--- config.mk ---
export PLATFORM = sky130hd
export DESIGN_NAME = param_access_ctrl
export DESIGN_NICKNAME = d
export VERILOG_FILES = /design/src/rtl/param_access_ctrl.sv
export SDC_FILE = /design/constraint.sdc
export NUM_CORES = 1
export LEC_CHECK = 0
export CORE_UTILIZATION = 53
export CTS_BUF_LIST = sky130_fd_sc_hd__clkbuf_16
export DETAILED_ROUTE_END_ITERATION = 16
export MAX_ROUTING_LAYER = met4
export PLACE_DENSITY_LB_ADDON = 0.08
export SLEW_MARGIN = 20
export SYNTH_ARGS = -nofsm -noshare
export SYNTH_HDL_FRONTEND = slang
export SYNTH_SLANG_ARGS = --single-unit
--- constraint.sdc ---
create_clock -name clk -period 3 [get_ports clk]
set_input_delay 0.9 -clock clk [delete_from_list [all_inputs] [get_ports clk]]
set_output_delay 0.9 -clock clk [all_outputs]
set_load 0.02 [all_outputs]
--- src/rtl/param_access_ctrl.sv ---
// param_access_ctrl: command sequencer in front of the parameterised register/memory stage.
// It buffers read/write commands in a small FIFO and issues them one at a time as
// single-cycle strobes. On a read it waits for the stage's registered ready. Each command
// produces one response, and responses come back in command order.
//
// Ports:
//   clk, rst_n                 clock, asynchronous active-low reset
//   cmd_valid/cmd_ready        command stream handshake
//   cmd_write/addr/wdata       command type (1 = write), address, write payload
//   mem_write_en/read_en       downstream single-cycle strobes
//   mem_addr/mem_wdata         downstream address/data_in; they hold the last issued values
//   mem_rdata/mem_ready        downstream data_out and registered ready
//   rsp_valid/rsp_ready        response stream handshake
//   rsp_write/rdata/err        echoed type, read data (0 for writes), read timeout flag
//   busy                       FIFO non-empty or a command is in progress
//
// Optional feature: define PARAM_ACC_TIMEOUT_EN to abort a read that waits TIMEOUT_CYCLES
// cycles without mem_ready. The aborted read returns rsp_err=1 and rsp_rdata=0.
module param_access_ctrl #(
  parameter int unsigned DATA_WIDTH     = 8,
  parameter int unsigned ADDR_WIDTH     = 4,
  parameter int unsigned WDATA_WIDTH    = 100,
  parameter int unsigned FIFO_DEPTH     = 4,
  parameter int unsigned TIMEOUT_CYCLES = 16
) (
  input  logic                   clk,
  input  logic                   rst_n,
  input  logic                   cmd_valid,
  output logic                   cmd_ready,
  input  logic                   cmd_write,
  input  logic [ADDR_WIDTH-1:0]  cmd_addr,
  input  logic [WDATA_WIDTH-1:0] cmd_wdata,
  output logic                   mem_write_en,
  output logic                   mem_read_en,
  output logic [ADDR_WIDTH-1:0]  mem_addr,
  output logic [WDATA_WIDTH-1:0] mem_wdata,
  input  logic [DATA_WIDTH-1:0]  mem_rdata,
  input  logic                   mem_ready,
  output logic                   rsp_valid,
  input  logic                   rsp_ready,
  output logic                   rsp_write,
  output logic [DATA_WIDTH-1:0]  rsp_rdata,
  output logic                   rsp_err,
  output logic                   busy
);

  localparam int unsigned PtrW = (FIFO_DEPTH > 1) ? $clog2(FIFO_DEPTH) : 1;
  localparam int unsigned CntW = PtrW + 1;
  localparam int unsigned EntW = 1 + ADDR_WIDTH + WDATA_WIDTH;

  typedef enum logic [1:0] {StIdle, StIssue, StWait, StResp} state_e;

  state_e state_q, state_d;

  // Command FIFO
  logic [EntW-1:0] fifo_mem [FIFO_DEPTH];
  logic [PtrW-1:0] wr_ptr_q, rd_ptr_q;
  logic [CntW-1:0] count_q;
  logic            full, empty, push, pop;

  assign full      = (count_q == CntW'(FIFO_DEPTH));
  assign empty     = (count_q == '0);
  assign cmd_ready = !full;
  assign push      = cmd_valid && cmd_ready;

  always_ff @(posedge clk) begin
    if (push) begin
      fifo_mem[wr_ptr_q] <= {cmd_write, cmd_addr, cmd_wdata};
    end
  end

  always_ff @(posedge clk or negedge rst_n) begin
    if (!rst_n) begin
      wr_ptr_q <= '0;
      rd_ptr_q <= '0;
      count_q  <= '0;
    end else begin
      if (push) wr_ptr_q <= wr_ptr_q + PtrW'(1);
      if (pop)  rd_ptr_q <= rd_ptr_q + PtrW'(1);
      case ({push, pop})
        2'b10:   count_q <= count_q + CntW'(1);
        2'b01:   count_q <= count_q - CntW'(1);
        default: count_q <= count_q;
      endcase
    end
  end

  // Issue register. It also drives mem_addr/mem_wdata, so those hold the last issued command.
  logic                   issue_write_q;
  logic [ADDR_WIDTH-1:0]  issue_addr_q;
  logic [WDATA_WIDTH-1:0] issue_wdata_q;

  always_ff @(posedge clk or negedge rst_n) begin
    if (!rst_n) begin
      issue_write_q <= 1'b0;
      issue_addr_q  <= '0;
      issue_wdata_q <= '0;
    end else if (pop) begin
      {issue_write_q, issue_addr_q, issue_wdata_q} <= fifo_mem[rd_ptr_q];
    end
  end

  // Read completion: either data came back or the optional timeout fired.
  logic rd_capture;
  logic timeout;

  assign rd_capture = (state_q == StWait) && mem_ready;

`ifdef PARAM_ACC_TIMEOUT_EN
  localparam int unsigned TmoW = $clog2(TIMEOUT_CYCLES + 1);

  logic [TmoW-1:0] wait_cnt_q;
  logic            rsp_err_q;

  // wait_cnt_q counts the WAIT cycles already spent. The limit is therefore hit on the
  // TIMEOUT_CYCLES-th WAIT cycle, and mem_ready in that same cycle still wins.
  assign timeout = (state_q == StWait) && !mem_ready &&
                   (wait_cnt_q == TmoW'(TIMEOUT_CYCLES - 1));

  always_ff @(posedge clk or negedge rst_n) begin
    if (!rst_n) begin
      wait_cnt_q <= '0;
      rsp_err_q  <= 1'b0;
    end else begin
      if (state_q == StIssue) begin
        wait_cnt_q <= '0;
      end else if (state_q == StWait) begin
        wait_cnt_q <= wait_cnt_q + TmoW'(1);
      end
      if (state_q == StIssue || rd_capture) begin
        rsp_err_q <= 1'b0;
      end else if (timeout) begin
        rsp_err_q <= 1'b1;
      end
    end
  end

  assign rsp_err = rsp_err_q;
`else
  assign timeout = 1'b0;
  assign rsp_err = 1'b0;
`endif

  // FSM
  always_ff @(posedge clk or negedge rst_n) begin
    if (!rst_n) begin
      state_q <= StIdle;
    end else begin
      state_q <= state_d;
    end
  end

  always_comb begin
    state_d = state_q;
    pop     = 1'b0;
    case (state_q)
      StIdle: begin
        if (!empty) begin
          pop     = 1'b1;
          state_d = StIssue;
        end
      end
      StIssue: state_d = issue_write_q ? StResp : StWait;
      StWait:  if (rd_capture || timeout) state_d = StResp;
      StResp:  if (rsp_ready) state_d = StIdle;
      default: state_d = StIdle;
    endcase
  end

  // Response payload
  logic                  rsp_write_q;
  logic [DATA_WIDTH-1:0] rsp_rdata_q;

  always_ff @(posedge clk or negedge rst_n) begin
    if (!rst_n) begin
      rsp_write_q <= 1'b0;
      rsp_rdata_q <= '0;
    end else if (state_q == StIssue) begin
      rsp_write_q <= issue_write_q;
      if (issue_write_q) rsp_rdata_q <= '0;
    end else if (rd_capture) begin
      rsp_rdata_q <= mem_rdata;
    end else if (timeout) begin
      rsp_rdata_q <= '0;
    end
  end

  assign mem_write_en = (state_q == StIssue) && issue_write_q;
  assign mem_read_en  = (state_q == StIssue) && !issue_write_q;
  assign mem_addr     = issue_addr_q;
  assign mem_wdata    = issue_wdata_q;
  assign rsp_valid    = (state_q == StResp);
  assign rsp_write    = rsp_write_q;
  assign rsp_rdata    = rsp_rdata_q;
  assign busy         = !empty || (state_q != StIdle);

endmodule

* Yosys cells after proc, flatten, opt, wreduce, memory -nomap -nowiden
Memories as Yosys holds them, arrays and structs flattened. A register that Yosys moved wholly into a read port is not among the register bits. Cells that the tools add are included.
Storage, ports and cells: bits in registers 18, RAM bits 420, output and inout port bits 119, word-level logic and storage cells 50, memories 1
Cells by class: $add $sub $neg 4, equality and inequality tests 10, mux-type cells 13, reduce and logical (&&, ||, !) cells 16
Memories:
- fifo_mem | depth 4, bits a word 105, rd ports 1, clocked after memory_dff 1, write ports 1, line 56 | logic [EntW-1:0] fifo_mem [FIFO_DEPTH];
Operator list (number):
- 2-to-1 mux 8 bit | 3
- case mux 2 bit (4 select lines) | 1
- == test 2 bit, second input constant | 3
- 2-to-1 mux 2 bit | 3
- inequality test 2 bit, second input constant | 3
- case mux 3 bit (2 select lines) | 1
- nonzero test 2 bit | 3
- 2-to-1 mux 1 bit | 5
- adder 2 x 1 -> 2 bit, second input constant | 2
- == test 2 x 1 -> 1 bit, second input constant | 2
- logical AND 1 bit | 4
- zero test 1 bit | 4
- adder 3 x 1 -> 3 bit, second input constant | 1
- == test 3 bit, second input constant | 1
- zero test 3 bit | 1
- AND reduction 3 bit | 1
- subtractor 3 x 1 -> 3 bit, second input constant | 1
- zero test 2 bit | 1
- inequality test 2 x 1 -> 1 bit, second input constant | 1
- AND reduction 2 bit | 1
- logical OR 1 bit | 1

* Depth between registers and ports, before layout
depth in word-level cells 5, mapped depth 11, gate-level depth less buffers 10

* Least setup slack after synthesis
No wires, ideal clock.
path kind input to register, start point in cmd_valid, end point mem fifo_mem[0][0] (netlist bit) (enable), setup time 0.417 ns, data arrival time 2.242 ns, setup slack 0.341 ns, stages on the path 1, cell sequence and3_2
Between the ends: word-level cells in the longest chain between the ends 3
Ends and longest elaborated chain:
- from (decl) | line 28 | input logic cmd_valid,
- logical AND 1 bit | line 64 | assign push = cmd_valid && cmd_ready;
- 2-to-1 mux 1 bit | line 67 | if (push) begin
- 2-to-1 mux 1 bit (not written as such) | line 68 | fifo_mem[wr_ptr_q] <= {cmd_write, cmd_addr, cmd_wdata};
- to (decl) | line 56
No other way between the ends.

* Final worst setup path
start point reg state_q[1], end point out busy
Between the ends: word-level cells in the longest chain between the ends 2
Ends and longest elaborated chain:
- from (decl) | line 53 | state_e state_q, state_d;
- from (signal assigned) | line 147 | state_q <= StIdle;
- from (signal assigned) | line 149 | state_q <= state_d;
- nonzero test 2 bit | line 195 | assign busy = !empty || (state_q != StIdle);
- logical OR 1 bit | line 195
- to (decl) | line 44 | output logic busy
No other way between the ends.

==> flow_summary.toml <==
[timing]
hold_viol_final = 0
timing.final.crit_share_pct = 96.3
finalHoldWorstSlack_ns = 0.314
fin_skew_ns = 0.0112
fin_ws_ns = 0.110
timing.final.max_slew_violations = 0
timing.final.setup_violations = 0
slew_at_the_pin_closest_to_its_max_slew_limit_ns = 0.664
maxClockFrequency_mhz = 346
timing.slew.headroom_pct = 55.7
fin_crit_ns = 2.89
setup-tns-final_ns = 0
rsz0062_at_grt = "false"

[synthesis]
yosysSeqAreaShare_pct = 78.3
synth.distinct_cells = 33
synth_top_area_share_pct = 63.0
postSynthNetCount = 1220
most_frequently_used_cell_type_in_the_post_synthesis_netlist = "sky130_fd_sc_hd__edfxtp_1"
dominantRegCellSynth = "sky130_fd_sc_hd__edfxtp_1"
postSynthCellCount = 1091
synthesis.area_um2 = 20000
ys_async_sr_fraction_pct = 22.7
synth_area_leaders = "sky130_fd_sc_hd__edfxtp_1, sky130_fd_sc_hd__dfrtp_1, sky130_fd_sc_hd__mux4_2, sky130_fd_sc_hd__nand2_1, sky130_fd_sc_hd__ha_1"
synth_area_leader_cell = "sky130_fd_sc_hd__edfxtp_1"
seq_cells_post_synth = 543
ys_warn_count = 0
avgSynthCellArea_um2 = 18.4
synth.cells.most_frequent = "sky130_fd_sc_hd__edfxtp_1, sky130_fd_sc_hd__nand2_1, sky130_fd_sc_hd__dfrtp_1"
number_of_synthesized_flops_with_an_enable_pin = 420

[global_routing]
grt_overflow = 0
grt_antenna_before_repair = 3
pin_count_of_the_biggest_net_entering_global_routing = 107
grt_pass1_vias = 10900
grtUsageTotal_pct = 22.1
wire_length_of_the_first_global_routing_pass_um = 62100

[pwr]
cellInternalPower_mw = 17.6
clock_power_share_pct = 24.4
power_switching_mw = 7.92
combinationalPowerShare_pct = 32.1
power.share.sequential_pct = 43.5
p_leak_nw = 9.21
p_sw_share_pct = 31.1
fin_total_pwr_mw = 25.5
vdd_ir_drop_max_uv = 669
power.density_nw_per_um2 = 1030

[cells_and_area]
postLayoutCoreUtil_pct = 67.4
finalNetCount = 1486
layout-drive-gt1-share_pct = 15.5
postLayoutCellArea_um2 = 24900
final-instance-count-excl-fill = 1909
areaGrowthSynthToFinish_pct = 24.1

[route]
drcViolationCount = 0
vias_per_cell = 5.32
post_drt_wl_per_cell_um = 20.5
detailedRoute.firstIterationViolations = 569
routed_wl_um = 39200
ant_nets = 0
drt_first_pass_iters = 5
route.vias.total = 10200

[floorplanning]
core-area_um2 = 36900
floorplan.die.height_um = 196
effective_utilization_at_floorplan_pct = 54.3
die_width_um = 196
die-area_um2 = 38600
floorplan.io_pins = 237
row_count = 70

[clock_tree]
clock_latency_late_sink_ns = 0.58
htreeDepth = 2
postCtsSetupRepairBufs = 0
clock_tree_from_tritoncts = "built"
cts_buffer_depth = 3
ctsRootBufferMaster = "sky130_fd_sc_hd__clkbuf_16"
path_clk_slew_ns = 0.06
cts_num_sinks = 543
cts.hold.buffers_added = 0
cts_made_buffers = 53

[hold_path]
holdCritPathClass = "in -> async"

[placement]
place_congestion = 0.735
hpwlAfterDp_um = 23600
preCtsSetupSlack_ns = 0.298
place_area_um2 = 23200
placement.io_buffers = 235
dp_cells = 1806

[setup_path]
critical_path_required_ns = 2.10
ff2ff_setup_slack_ns = 0.71
crit_path_start_kind = "flip-flop"
worst-setup-path-type = "reg -> out"
cp_max_fo = 5
critical_path_arrival_ns = 1.99
worstSetupEndpointType = "output port"

[job]
max_cap_viol_count = 0

[outcome]
status = "finished clean"
## cell type report
cell class	instances	area (um2)
Multi-Input combinational cell	487	4060
Clock inverter	45	272
Timing Repair Buffer	260	2760
Tap cell	504	631
Antenna cell	3	7.51
Inverter	12	47.5
Sequential cell	543	15700
Clock buffer	55	1380
Fill cell	2510	12000
## cell usage in the layout (no fill, tap or decap), drive strengths merged, types with 2 or more instances in the layout
cell,instances
xnor2,4
inv,28
mux2,2
mux4,105
dlygate4sd2,2
clkbuf,55
o21ai,2
edfxtp,420
nand3b,2
buf,27
and3,4
clkinvlp,2
xor2,2
nand3,8
dfrtp,123
ha,10
clkinv,24
diode,3
clkdlybuf4s50,230
nand2,334
bufinv,3
## final timing paths
kind	endpoint	cells after the start	from
worst max-delay path	busy	4	state_q[1]$_DFFE_PN0P_
worst min-delay path	mem_wdata[70]$_DFFE_PN0P_	1	rst_n
worst max register to register	count_q[2]$_DFFE_PN0P_	9	count_q[1]$_DFFE_PN0P_
worst min register to register	mem_wdata[21]$_DFFE_PN0P_	2	mem_wdata[21]$_DFFE_PN0P_
max in group asynchronous	mem_wdata[18]$_DFFE_PN0P_	2	rst_n
min in group clk	mem_wdata[21]$_DFFE_PN0P_	2	mem_wdata[21]$_DFFE_PN0P_
## worst max-delay path, cell delays in order, from the launching register on
cell and delay (ns):
sky130_fd_sc_hd__dfrtp_1 0.42, sky130_fd_sc_hd__inv_1 0.13, sky130_fd_sc_hd__ha_2 0.22, sky130_fd_sc_hd__or4b_4 0.48
sky130_fd_sc_hd__buf_2 0.18
## sequential cells by signal, indices dropped and copies added (netlist names)
name           count
rsp_rdata          8
rsp_write          1
count_q            3
issue_write_q      1
rd_ptr_q           2
wr_ptr_q           2
fifo_mem         420
mem_addr           4
state_q            2
mem_wdata        100
## kinds of logic (layout without fill, tap and decap cells)
family | Yosys count | count (layout) | synth area share [%]
DFF | 543 | 543 | 78.3
buffers and inverters | 61 | 372 | 1.45
other | 1 | 4 | 0.0187
xor gates and xnor gates | 6 | 6 | 0.262
adders and majority gates | 11 | 11 | 0.725
muxes | 107 | 107 | 11.9
and+or+nand+nor | 356 | 356 | 7.00
AOI/OAI and AO/OA | 6 | 6 | 0.281
## metal layers
| layer | GRT usage [%] | vias to the layer above | wire, um | share of wire [%] |
|---|---|---|---|---|
| li1 | - | 4605 | - | - |
| met1 | 29.6 | 5236 | 16900 | 43 |
| met2 | 35.4 | 257 | 19500 | 50 |
| met3 | 4.16 | 53 | 2180 | 5.6 |
| met4 | 5.82 | 0 | 680 | 1.7 |
| met5 | - | - | 0 | 0 |
## power by group through the flow
stage                     Clock (mW)  Combinational, mW  Sequential, mW
after global placement             0               8.23            11.2
final                           6.22               8.17            11.1
after CTS                       6.35               8.35            11.1
after detailed placement           0               8.31            11.3
after floorplan                    0               4.39            11.8
after global routing            6.64               8.94            11.3
## timing repair
item	CTS	global route
pin swaps	0	0
endpoints found under the hold margin	0	0
gates resized for setup	8	1
endpoints found under the setup margin	3	1
Note: power is estimated with default switching activity, not from simulation.
